<file path="src/rtl/wb_trace_buffer_pkg.sv">
// Shared widths and the trace-entry record for the write-back trace buffer.
package wb_trace_buffer_pkg;

  localparam int unsigned REG_ADDR_W = 5;
  localparam int unsigned DATA_W     = 32;
  localparam int unsigned SEQ_W      = 16;
  localparam int unsigned DROP_W     = 8;

  typedef struct packed {
    logic [REG_ADDR_W-1:0] addr;
    logic [DATA_W-1:0]     data;
    logic [SEQ_W-1:0]      seq;
  } trace_entry_t;

endpackage

</file>
<file path="src/rtl/wbt_fifo.sv">
// Show-ahead FIFO of trace entries; accepts a push while full only when a pop
// frees the head slot in the same cycle.
module wbt_fifo
  import wb_trace_buffer_pkg::*;
#(
  parameter int unsigned DEPTH = 8
) (
  input  logic                     i_clk,
  input  logic                     i_rst_n,
  input  logic                     i_clear,
  input  logic                     i_push,
  input  logic                     i_pop,
  input  trace_entry_t             i_wdata,
  output trace_entry_t             o_rdata,
  output logic [$clog2(DEPTH):0]   o_count,
  output logic                     o_full,
  output logic                     o_empty
);

  localparam int unsigned PtrW = $clog2(DEPTH);
  localparam logic [PtrW:0] FullCnt = (PtrW + 1)'(DEPTH);

  trace_entry_t    r_mem [DEPTH];
  logic [PtrW-1:0] r_wptr;
  logic [PtrW-1:0] r_rptr;
  logic [PtrW:0]   r_count;
  logic            w_push;
  logic            w_pop;

  assign o_full  = (r_count == FullCnt);
  assign o_empty = (r_count == '0);
  assign w_pop   = i_pop && !o_empty;
  assign w_push  = i_push && (!o_full || w_pop);

  // Pointers wrap naturally since DEPTH is a power of two.
  always_ff @(posedge i_clk or negedge i_rst_n) begin
    if (!i_rst_n) begin
      r_wptr  <= '0;
      r_rptr  <= '0;
      r_count <= '0;
    end else if (i_clear) begin
      r_wptr  <= '0;
      r_rptr  <= '0;
      r_count <= '0;
    end else begin
      if (w_push) r_wptr <= r_wptr + 1'b1;
      if (w_pop)  r_rptr <= r_rptr + 1'b1;
      if (w_push && !w_pop)      r_count <= r_count + 1'b1;
      else if (w_pop && !w_push) r_count <= r_count - 1'b1;
    end
  end

  always_ff @(posedge i_clk) begin
    if (w_push && !i_clear) r_mem[r_wptr] <= i_wdata;
  end

  assign o_rdata = r_mem[r_rptr];
  assign o_count = r_count;

endmodule

</file>
<file path="src/rtl/wb_trace_buffer.sv">
// Captures CPU write-back register writes into a FIFO with sequence numbers,
// tracking dropped captures when the buffer is full.
module wb_trace_buffer
  import wb_trace_buffer_pkg::*;
#(
  parameter int unsigned DEPTH   = 8,
  parameter bit          DROP_R0 = 1'b1
) (
  input  logic                    clk_WBT,
  input  logic                    rstn_WBT,
  input  logic                    regWriteFlag_in,
  input  logic [REG_ADDR_W-1:0]   wAddr_in,
  input  logic [DATA_W-1:0]       wrData_in,
  input  logic                    clear_in,
  input  logic                    trace_ready,
  output logic                    trace_valid,
  output logic [REG_ADDR_W-1:0]   trace_addr,
  output logic [DATA_W-1:0]       trace_data,
  output logic [SEQ_W-1:0]        trace_seq,
  output logic [$clog2(DEPTH):0]  count,
  output logic                    full,
  output logic                    empty,
  output logic                    overflow,
  output logic [DROP_W-1:0]       drop_count
);

  logic [SEQ_W-1:0]  r_seq;
  logic              r_overflow;
  logic [DROP_W-1:0] r_drop_count;
  logic              w_req;
  logic              w_pop;
  logic              w_accept;
  logic              w_drop;
  logic              w_full;
  logic              w_empty;
  trace_entry_t      w_wdata;
  trace_entry_t      w_head;

  assign w_req    = regWriteFlag_in && !(DROP_R0 && (wAddr_in == '0));
  assign w_pop    = trace_ready && !w_empty;
  // A pop in the same cycle frees a slot, so a full buffer can still accept.
  assign w_accept = w_req && (!w_full || w_pop);
  assign w_drop   = w_req && w_full && !w_pop;
  assign w_wdata  = '{addr: wAddr_in, data: wrData_in, seq: r_seq};

  wbt_fifo #(
    .DEPTH (DEPTH)
  ) u_fifo (
    .i_clk   (clk_WBT),
    .i_rst_n (rstn_WBT),
    .i_clear (clear_in),
    .i_push  (w_accept),
    .i_pop   (w_pop),
    .i_wdata (w_wdata),
    .o_rdata (w_head),
    .o_count (count),
    .o_full  (w_full),
    .o_empty (w_empty)
  );

  always_ff @(posedge clk_WBT or negedge rstn_WBT) begin
    if (!rstn_WBT) begin
      r_seq        <= '0;
      r_overflow   <= 1'b0;
      r_drop_count <= '0;
    end else if (clear_in) begin
      r_seq        <= '0;
      r_overflow   <= 1'b0;
      r_drop_count <= '0;
    end else begin
      if (w_accept) r_seq <= r_seq + 1'b1;
      if (w_drop) begin
        r_overflow <= 1'b1;
        if (r_drop_count != '1) r_drop_count <= r_drop_count + 1'b1;
      end
    end
  end

  assign trace_valid = !w_empty;
  assign trace_addr  = w_head.addr;
  assign trace_data  = w_head.data;
  assign trace_seq   = w_head.seq;
  assign full        = w_full;
  assign empty       = w_empty;
  assign overflow    = r_overflow;
  assign drop_count  = r_drop_count;

endmodule

</file>
<file path="config.mk">
export PLATFORM = sky130hd
export DESIGN_NAME = wb_trace_buffer
export DESIGN_NICKNAME = d
export VERILOG_FILES = /design/src/rtl/wb_trace_buffer_pkg.sv /design/src/rtl/wbt_fifo.sv /design/src/rtl/wb_trace_buffer.sv
export SDC_FILE = /design/constraint.sdc
export NUM_CORES = 1
export LEC_CHECK = 0
export ABC_AREA = 1
export CORE_MARGIN = 2
export CORE_UTILIZATION = 53
export CTS_CLUSTER_SIZE = 10
export DETAILED_ROUTE_END_ITERATION = 16
export DONT_BUFFER_PORTS = 1
export PLACE_DENSITY = 0.75
export SLEW_MARGIN = 40
export SYNTH_ARGS = -nofsm -noshare
export SYNTH_HDL_FRONTEND = slang
export SYNTH_SLANG_ARGS = --single-unit
</file>
<file path="constraint.sdc">
create_clock -name clk_WBT -period 3.5 [get_ports clk_WBT]
set_clock_uncertainty 0.05 [all_clocks]
set_input_delay 0.875 -clock clk_WBT [delete_from_list [all_inputs] [get_ports clk_WBT]]
set_output_delay 0.875 -clock clk_WBT [all_outputs]
set_load 0.05 [all_outputs]
</file>
==> run metrics, run 1 <==
GPL Wtd Cong=0.780; EDFF count, synth=424; number of fill cells in the layout=2,357; vias in the first global route=11,800; ANT nets after route=0; hold crit path type=in -> async; Synth-to-Final Area Change=17.2%; Lkg Pwr=7.68 nW; Finished Layout Cells=1,957; Max Transition Viols Final=0; hold slack=0.0982 ns; final hold violation count=0; # rows=68; most frequent cells in the layout=424 x edfxtp_1, 263 x nand2_1, 143 x nor2_1; Core Box Area=34,600 um2; Mapped Cells=1,404; CTS H-Tree Depth=2; gr ovfl total=0; Overall Global Routing Usage=22.0%; final setup vio count=0; via count=11,500; final core utilization=63.2%; Synth Register Bits=459; Post-synth top flop=edfxtp_1; largest family of logic cells by synthesized area=simple AND/OR/NAND/NOR gates; Design Area, Final=21,900 um2; root buf cell=clkbuf_16; Final #Nets=1,518; Rel. slew slack=58.9%; Yosys Warn Count=0; share of cells above drive strength 1=11.9%; outcome=finished, final reports clean; # diodes=0; Wirelength per Cell=20.3 um; Crit path arrival time=2.43 ns; largest net degree at the start of global routing=103; drt initial violations=1,194; mux contribution to synthesized area=5.68%; Pwr Density=677 nW/um2; drt pass-1 iters=5; CTS tree=yes; Ports=111; Final period util=95.7%; initial antenna violation count=0; crit path max fanout=40; clock sinks=459; Worst-Margin Slew=0.616 ns; commonest non-fill, non-tap cell in the layout=edfxtp_1; unrepaired setup endpoints after global routing=false; Port Buffers=0; fmax=298 MHz; Setup CP Type=reg -> out; crit path time final=3.35 ns; Multi-input gate area=4530 um2; crit end category=output port; Net Count, Synth=1,453; DRT Wirelength=39,700 um; Placed Cells=1,869; CTS clk-pin slew, worst paths=0.05 ns; DRC viols=0; Synth Area in XOR/XNOR=0.234%; asr flop ratio synth=7.63%; via density per instance=5.90; unique cell type count in the Yosys netlist=33; die area=36,800 um2; post-synthesis simple-gate area fraction=10.6%; Synth Area in Adders=0.509%; Max Root-Sink Buffers=3; max-cap viol count=0; CP required=2.57 ns; Mapped Avg Cell Area=13.3 um2; CTS Buf Count=52; Clk Latency, worst-skew pair=0.57 ns; Seq/Total Area, Yosys=72.8%; first-pass GRT wire length=63,000 um; die span in y=192 um; Seq. cell area=13,600 um2; Synth Area in Compound Gates=6.86%; worst vdd ir=560 uV; dpl cell area=20,400 um2; mapped cell area=18,700 um2; initial cell density of the core=54.0%; Die Wd=192 um; DP HPWL=22,500 um; startpoint class of the critical path=flop
## routing by layer
layer	vias to the layer above	global-route usage (%)	wire length (um)	part of all wire [%]
met5	-	0	0	0
met4	0	6.83	836	2.1
met3	83	4.93	3110	7.8
met2	454	36.6	19700	50
met1	5742	29.2	16100	40
li1	5264	-	-	-
## report_power, final
group | internal [mW] | total (mW) | switching, mW
registers | 6.12 | 6.26 | 0.137
logic | 1.45 | 3.71 | 2.27
clock network | 2.87 | 4.84 | 1.98
total | 10.4 | 14.8 | 4.38
## cell families after synthesis
logic type	Yosys count
flops	459
simple gates	484
fa+ha+maj	7
xor+xnor	5
buf+inv	114
mux	106
compound gates	229
## Yosys cell counts (7+ instances only)
cell type  number  area, um2
edfxtp_1      424      12700
dfrtp_1        35        876
o22ai_1       106        663
clkbuf_1       28        105
inv_2           7       26.3
inv_1          31        116
o21ai_1        10       50.1
nand4_1        20        125
buf_1          12       45.0
mux2i_1       106       1060
nor2_1        151        567
nand2_1       263        987
nand3_1        32        160
buf_2          16       80.1
o21ai_0       106        531
## state kept, by name, summed over array words and instances (netlist names)
| register | flops |
|---|---|
| u_fifo.r_rptr | 3 |
| u_fifo.r_wptr | 3 |
| drop_count | 8 |
| overflow | 1 |
| r_seq | 16 |
| u_fifo.o_count | 4 |
| u_fifo.r_mem | 424 |
## repair_timing
| action | in CTS | in global routing |
|---|---|---|
| endpoints found under the hold margin | 35 | 0 |
| buffers inserted | 0 | 0 |
| hold buffers | 1 | 0 |
| endpoints found under the setup margin | 0 | 1 |
| resized for setup | 0 | 1 |
## metrics by stage
stage          total power [mW]  setup slack [ns]  setup TNS, ns
6_report                   14.8             0.149              0
5_1_grt                    15.3            0.0142              0
4_1_cts                    14.9            0.0970              0
3_5_place_dp               10.1             0.611              0
3_3_place_gp               9.99             0.646              0
2_1_floorplan              8.65            -0.771        -285.90
## final timing paths
| check | from | end | slack [ns] | cells past startpoint |
|---|---|---|---|---|
| setup reg to reg | u_fifo.o_count[2] | u_fifo.r_mem[2][23] | 0.69 | 9 |
| max in group asynchronous | rstn_WBT | u_fifo.r_rptr[0] | 3.08 | 1 |
| hold / removal | rstn_WBT | u_fifo.o_count[0] | 0.1 | 1 |
| setup / recovery | u_fifo.r_rptr[0] | trace_seq[10] | 0.15 | 6 |
| hold reg to reg | u_fifo.r_wptr[0] | u_fifo.r_wptr[0] | 0.53 | 2 |
| min in group clk_WBT | clear_in | u_fifo.r_rptr[1] | 0.32 | 1 |
## critical path, stage by stage, from the launching register on
cell and delay, ns:
dfrtp_4 0.49, buf_4 0.50, o21ai_0 0.22, o22ai_1 0.19, nand2_1 0.08, nand2_1 0.21, buf_12 0.17
## final cells by class
type	instances	share of cell area, %
Multi-Input combinational cell	831	20.7
Clock inverter	2	0.114
Clock buffer	85	6.80
Inverter	39	0.692
Timing Repair Buffer	86	6.93
Sequential cell	459	62.2
Tap cell	455	2.60
No activity file was read; power rests on OpenSTA's default activity.
==> run 2, diff against run 1 <==
--- a/config.mk
+++ b/config.mk
@@ -6,12 +6,12 @@
 export NUM_CORES = 1
 export LEC_CHECK = 0
 export ABC_AREA = 1
-export CORE_MARGIN = 2
+export CAP_MARGIN = 15
 export CORE_UTILIZATION = 53
 export CTS_CLUSTER_SIZE = 10
 export DETAILED_ROUTE_END_ITERATION = 16
 export DONT_BUFFER_PORTS = 1
-export PLACE_DENSITY = 0.75
+export PLACE_DENSITY = 0.82
 export SLEW_MARGIN = 40
 export SYNTH_ARGS = -nofsm -noshare
 export SYNTH_HDL_FRONTEND = slang
==> run 2 against run 1 <==
Non-clock buffer count is the same. Register-to-register slack worse by 0.05 ns. Hold slack better by 0.0086 ns. Global-route usage increased by 0.56 points. Sequential power about the same. Critical path type unchanged. Routed wire length rose by 3.4%.
==> run metrics, run 2 (synthesis gave the netlist of run 1 again) <==
dpl cell area=20,300 um2 (-0.22%); CTS clk-pin slew, worst paths=0.05 ns (about the same); Seq. cell area=13,600 um2 (unchanged); TNS Setup=0 ns (unchanged); Worst-Margin Slew=0.610 ns (-0.00674 ns); Final period util=95.8% (about the same); fmax=298 MHz (about the same); Rel. slew slack=59.4% (+0.45 points); final setup vio count=0 (unchanged); Max Root-Sink Buffers=3 (unchanged); gr ovfl total=0 (unchanged); commonest non-fill, non-tap cell in the layout=edfxtp_1; Setup CP Type=reg -> out; Multi-input gate area=4530 um2 (unchanged); outcome=finished, final reports clean; Die Wd=190 um (-1.0%); Overall Global Routing Usage=22.6% (+0.56 points); CP required=2.57 ns (about the same); Core Box Area=34,600 um2 (unchanged); vias in the first global route=11,500 (-2.0%); first-pass GRT wire length=63,000 um (about the same); sequential share of power=42.7% (+0.5 points); worst vdd ir=500 uV (-11%); Crit path arrival time=2.43 ns (about the same); # rows=68 (unchanged); Biggest register=u_fifo.r_mem; drt pass-1 iters=5 (unchanged); via count=11,700 (+1.5%); share of cells above drive strength 1=11.9% (+0.036 points); DP HPWL=22,400 um (-0.68%); Max Transition Viols Final=0 (unchanged); switching part of the total power=29.9% (+0.30 points); max-cap viol count=0 (unchanged); crit end category=output port; Port Buffers=0 (unchanged); Design Area, Final=21,800 um2 (-0.46%); startpoint class of the critical path=flop; Synth-to-Final Area Change=16.6%; CTS tree=yes; most frequent cells in the layout=424 x edfxtp_1, 263 x nand2_1, 143 x nor2_1; max reg flops=424 (unchanged); Final #Nets=1,518 (unchanged); Clk Latency, worst-skew pair=0.55 ns (-0.02 ns); power share of the clock group=31.9% (-0.8 points); CTS H-Tree Depth=2 (unchanged); via density per instance=6.02 (+2.1%); DRC viols=0 (unchanged); unrepaired setup endpoints after global routing=false; Switching Power=4.38 mW (about the same); die area=36,000 um2 (-2.1%); crit path max fanout=85 (+110%); R2R Setup Slk=0.64 ns (-0.05 ns); hold slack=0.107 ns (+0.00864 ns); ANT nets after route=0 (unchanged); root buf cell=clkbuf_16; clock sinks=459 (unchanged); crit path time final=3.35 ns (+0.000547 ns); hold crit path type=in -> async; Lkg Pwr=7.65 nW (-0.43%); CTS Buf Count=52 (unchanged); Ports=111 (unchanged); die span in y=190 um (-1.0%); number of fill cells in the layout=2,349 (-0.34%); Wirelength per Cell=21.1 um (+4.1%); final hold violation count=0 (unchanged); Comb pwr share=25.5% (+0.4 points); largest net degree at the start of global routing=129 (+25%); Tot Pwr=14.7 mW (-1.0%); initial antenna violation count=0 (unchanged); initial cell density of the core=54.0% (unchanged); DRT Wirelength=41,100 um (+3.4%); Pwr Density=673 nW/um2 (-0.54%); GPL Wtd Cong=0.799 (+2.4%); # diodes=0 (unchanged); drt initial violations=1,417 (+19%); Int Power=10.3 mW (-1.4%)
-- run 2: cell types whose count changed in the layout (fill, tap and decap cells not counted), sizes merged --
cell / delta
clkbuf: -15
inv: +2
buf: -1
clkinv: +1
-- run 2: layer usage --
layer	track usage [%]	vias to the layer above	part of all wire, %	wire, um
li1	-	5257	-	-
met1	29.1	5821	39	16000
met2	38.7	565	51	20800
met3	4.37	69	8.5	3470
met4	7.35	0	2.1	871
met5	0	-	0	0
-- run 2: worst max-delay path: stages (launching register included) --
cell and delay, ns:
dfrtp_4 0.53, buf_12 0.41, o21ai_0 0.21, o22ai_1 0.26
nand2_1 0.08, nand2_1 0.19, buf_12 0.17
-- run 2: final cells by class --
cell class              count  share of cell area, %
well taps                 455                   2.61
multi-input cells         831                   20.8
flip-flops and latches    459                   62.5
repair buffers             86                   6.87
clock inverters             5                  0.264
inverters                  39                  0.695
clock buffers              69                   6.31
-- run 2: stage by stage --
| step | std cells | util (%) | worst slack (ns) |
|---|---|---|---|
| 2_1_floorplan | 1404 | - | -0.771 |
| 3_3_place_gp | 1868 | 58.6 | 0.695 |
| 3_5_place_dp | 1868 | 58.6 | 0.605 |
| 4_1_cts | 1943 | 62.8 | 0.0394 |
| 5_1_grt | 1944 | 62.9 | 0.0160 |
| 6_report | 1944 | 62.9 | 0.148 |
-- run 2: what timing repair did --
action | CTS | global route
gates resized for setup | 0 | 1
buffers inserted | 0 | 0
endpoints found under the hold margin | 35 | 0
endpoints found under the setup margin | 0 | 7
hold buffers | 1 | 0
-- run 2: final timing paths --
path | cells past startpoint | start | endpoint
setup / recovery | 6 | u_fifo.r_rptr[0] | trace_seq[2]
hold / removal | 1 | rstn_WBT | r_seq[12]
setup reg to reg | 9 | u_fifo.o_count[2] | u_fifo.r_mem[5][0]
hold reg to reg | 2 | u_fifo.r_wptr[0] | u_fifo.r_wptr[0]
max in group asynchronous | 1 | rstn_WBT | u_fifo.r_rptr[1]
min in group clk_WBT | 1 | clear_in | u_fifo.r_rptr[1]
-- run 2: power groups by stage --
stage                     Clock, mW  Combinational, mW  Sequential, mW
after floorplan                   0               2.29            6.36
after detailed placement          0               3.68            6.36
final                          4.68               3.74            6.26
after global placement            0               3.62            6.35
after CTS                      4.74               3.72            6.25
after global routing           4.94               3.96            6.27
==> run 3, diff against run 2 <==
--- a/config.mk
+++ b/config.mk
@@ -7,7 +7,9 @@
 export LEC_CHECK = 0
 export ABC_AREA = 1
 export CAP_MARGIN = 15
+export CORE_MARGIN = 2
 export CORE_UTILIZATION = 53
+export CTS_CLUSTER_DIAMETER = 120
 export CTS_CLUSTER_SIZE = 10
 export DETAILED_ROUTE_END_ITERATION = 16
 export DONT_BUFFER_PORTS = 1
==> run 3 against run 2 <==
Register-to-register slack is essentially flat. Sequential cell count is the same. Routed wire length grew 1.9%. Critical endpoint is now trace_data[9].
==> run metrics, run 3 (synthesis gave the netlist of run 1 again) <==
final setup vio count=0 (unchanged); clock sinks=459 (unchanged); Met1 Wirelength=16,400 um (+2.6%); Clk Latency, worst-skew pair=0.56 ns (about the same); max-cap viol count=0 (unchanged); Rel. slew slack=45.5% (-14 points); largest net degree at the start of global routing=111 (-14%); Max Transition Viols Final=0 (unchanged); final core utilization=62.8% (-0.17 points); Biggest register=u_fifo.r_mem; Max Root-Sink Buffers=3 (unchanged); Worst-Margin Slew=0.817 ns (+0.208 ns); CTS H-Tree Depth=2 (unchanged); worst vdd ir=483 uV (-3.4%); startpoint class of the critical path=flop; initial cell density of the core=54.0% (unchanged); number of fill cells in the layout=2,313 (-1.5%); via density per instance=5.98 (-0.76%); commonest non-fill, non-tap cell in the layout=edfxtp_1; Final period util=96.9% (+1.1 points); die area=36,800 um2 (+2.1%); Port Buffers=0 (unchanged); Core Box Area=34,600 um2 (unchanged); DP HPWL=22,600 um (+0.88%); share of cells above drive strength 1=11.6% (-0.33 points); initial antenna violation count=0 (unchanged); GPL Wtd Cong=0.821 (+2.7%); # rows=68 (unchanged); CTS tree=yes; Wirelength per Cell=21.5 um (+2.0%); final hold violation count=0 (unchanged); crit end category=output port; ANT nets after route=0 (unchanged); outcome=finished, final reports clean; DRT Wirelength=41,800 um (+1.9%); drt pass-1 iters=5 (unchanged); Placed Cells=1,866 (-0.11%); # diodes=0 (unchanged); Ports=111 (unchanged); Top Layer Used=met4; Pwr Density=671 nW/um2 (-0.28%); root buf cell=clkbuf_16; Switching Power=4.37 mW (-0.17%); worst r2r src=u_fifo.o_count[2]; CTS clk-pin slew, worst paths=0.05 ns (about the same); Synth-to-Final Area Change=16.3%; Final #Nets=1,516 (-0.13%); crit path time final=3.39 ns (+0.0391 ns); crit path max fanout=75 (-12%); Design Area, Final=21,700 um2 (-0.27%); dpl cell area=20,300 um2 (-0.14%); Comb pwr share=25.7% (+0.2 points); via count=11,600 (-0.81%); max reg flops=424 (unchanged); R2R Setup Slk=0.63 ns (about the same); routed wl met3=3670 um (+5.6%); vias in the first global route=11,700 (+1.3%); critical path startpoint=u_fifo.r_rptr[0]; CP required=2.57 ns (about the same); Overall Global Routing Usage=22.7% (+0.11 points); Finished Layout Cells=1,943 (-0.051%); fmax=295 MHz (-1.2%); power share of the clock group=31.4% (-0.5 points); Post-Place Worst Slack=0.575 ns (-0.0298 ns); Setup CP Type=reg -> out; hold crit path type=in -> async; Die Wd=192 um (+1.1%); most frequent cells in the layout=424 x edfxtp_1, 263 x nand2_1, 143 x nor2_1; TNS Setup=0 ns (unchanged); Int Power=10.2 mW (-0.70%); Crit path arrival time=2.47 ns (+0.04 ns); unrepaired setup endpoints after global routing=false; gr ovfl total=0 (unchanged); Lkg Pwr=7.62 nW (-0.43%); setup ws final=0.109 ns (-0.0391 ns); DRC viols=0 (unchanged); first-pass GRT wire length=64,100 um (+1.8%); sequential share of power=42.9% (+0.2 points); switching part of the total power=30.0% (+0.11 points); die span in y=192 um (+1.1%); drt initial violations=1,297 (-8.5%); metal2 WL=20,800 um (+0.46%); CTS Buf Count=51 (-1.9%)
## run 3: changes by cell type in the layout (fill, tap and decap cells not counted), sizes merged
cell / previous run / this run
clkinv: 3 / 2
inv: 41 / 39
buf: 85 / 84
clkbuf: 70 / 73
## run 3: worst max-delay path, cell delays in order, from the launching register on
cell	delay, ns
dfrtp_4	0.59
buf_12	0.39
o21ai_0	0.22
o22ai_1	0.23
nand2_1	0.12
nand2_1	0.17
buf_12	0.15
## run 3: final cells by class
class,count,area [um2],area share [%]
Sequential cell,459,13600,62.7
Inverter,39,154,0.708
Tap cell,455,569,2.62
Multi-Input combinational cell,831,4530,20.8
Clock buffer,72,1360,6.23
Clock inverter,2,32.5,0.150
Timing Repair Buffer,85,1480,6.81
## run 3: metal layers
metal  vias to the layer above  track usage, %
li1                       5236               -
met3                        85            4.44
met2                       610            37.8
met4                         0            7.81
met5                         -               0
met1                      5686            30.0
## run 3: power by group through the flow
stage,sequential [mW],clock (mW),combinational [mW]
floorplan,6.36,0,2.29
global placement,6.36,0,3.60
detailed placement,6.37,0,3.67
CTS,6.26,4.62,3.71
global route,6.27,4.83,3.97
finish,6.26,4.57,3.75
## run 3: worst paths after layout
path	cells after the start	to
worst min-delay path	1	drop_count[7]
max in group asynchronous	1	u_fifo.r_rptr[0]
worst max-delay path	6	trace_data[9]
worst min register to register	2	u_fifo.r_wptr[2]
min in group clk_WBT	1	u_fifo.r_rptr[1]
worst max register to register	9	u_fifo.r_mem[1][31]
## run 3: repair_timing
action	CTS	global route
endpoints found under the setup margin	1	8
hold buffers	1	0
gates resized for setup	1	1
setup buffers	0	1
endpoints found under the hold margin	35	0
gates cloned	0	1
## run 3: through the flow
step | hold WS, ns | power [mW]
finish | 0.105 | 14.6
global route | 0.105 | 15.1
CTS | 0.0931 | 14.6
detailed placement | 0.532 | 10.0
global placement | 0.507 | 9.97
floorplan | 0.488 | 8.65
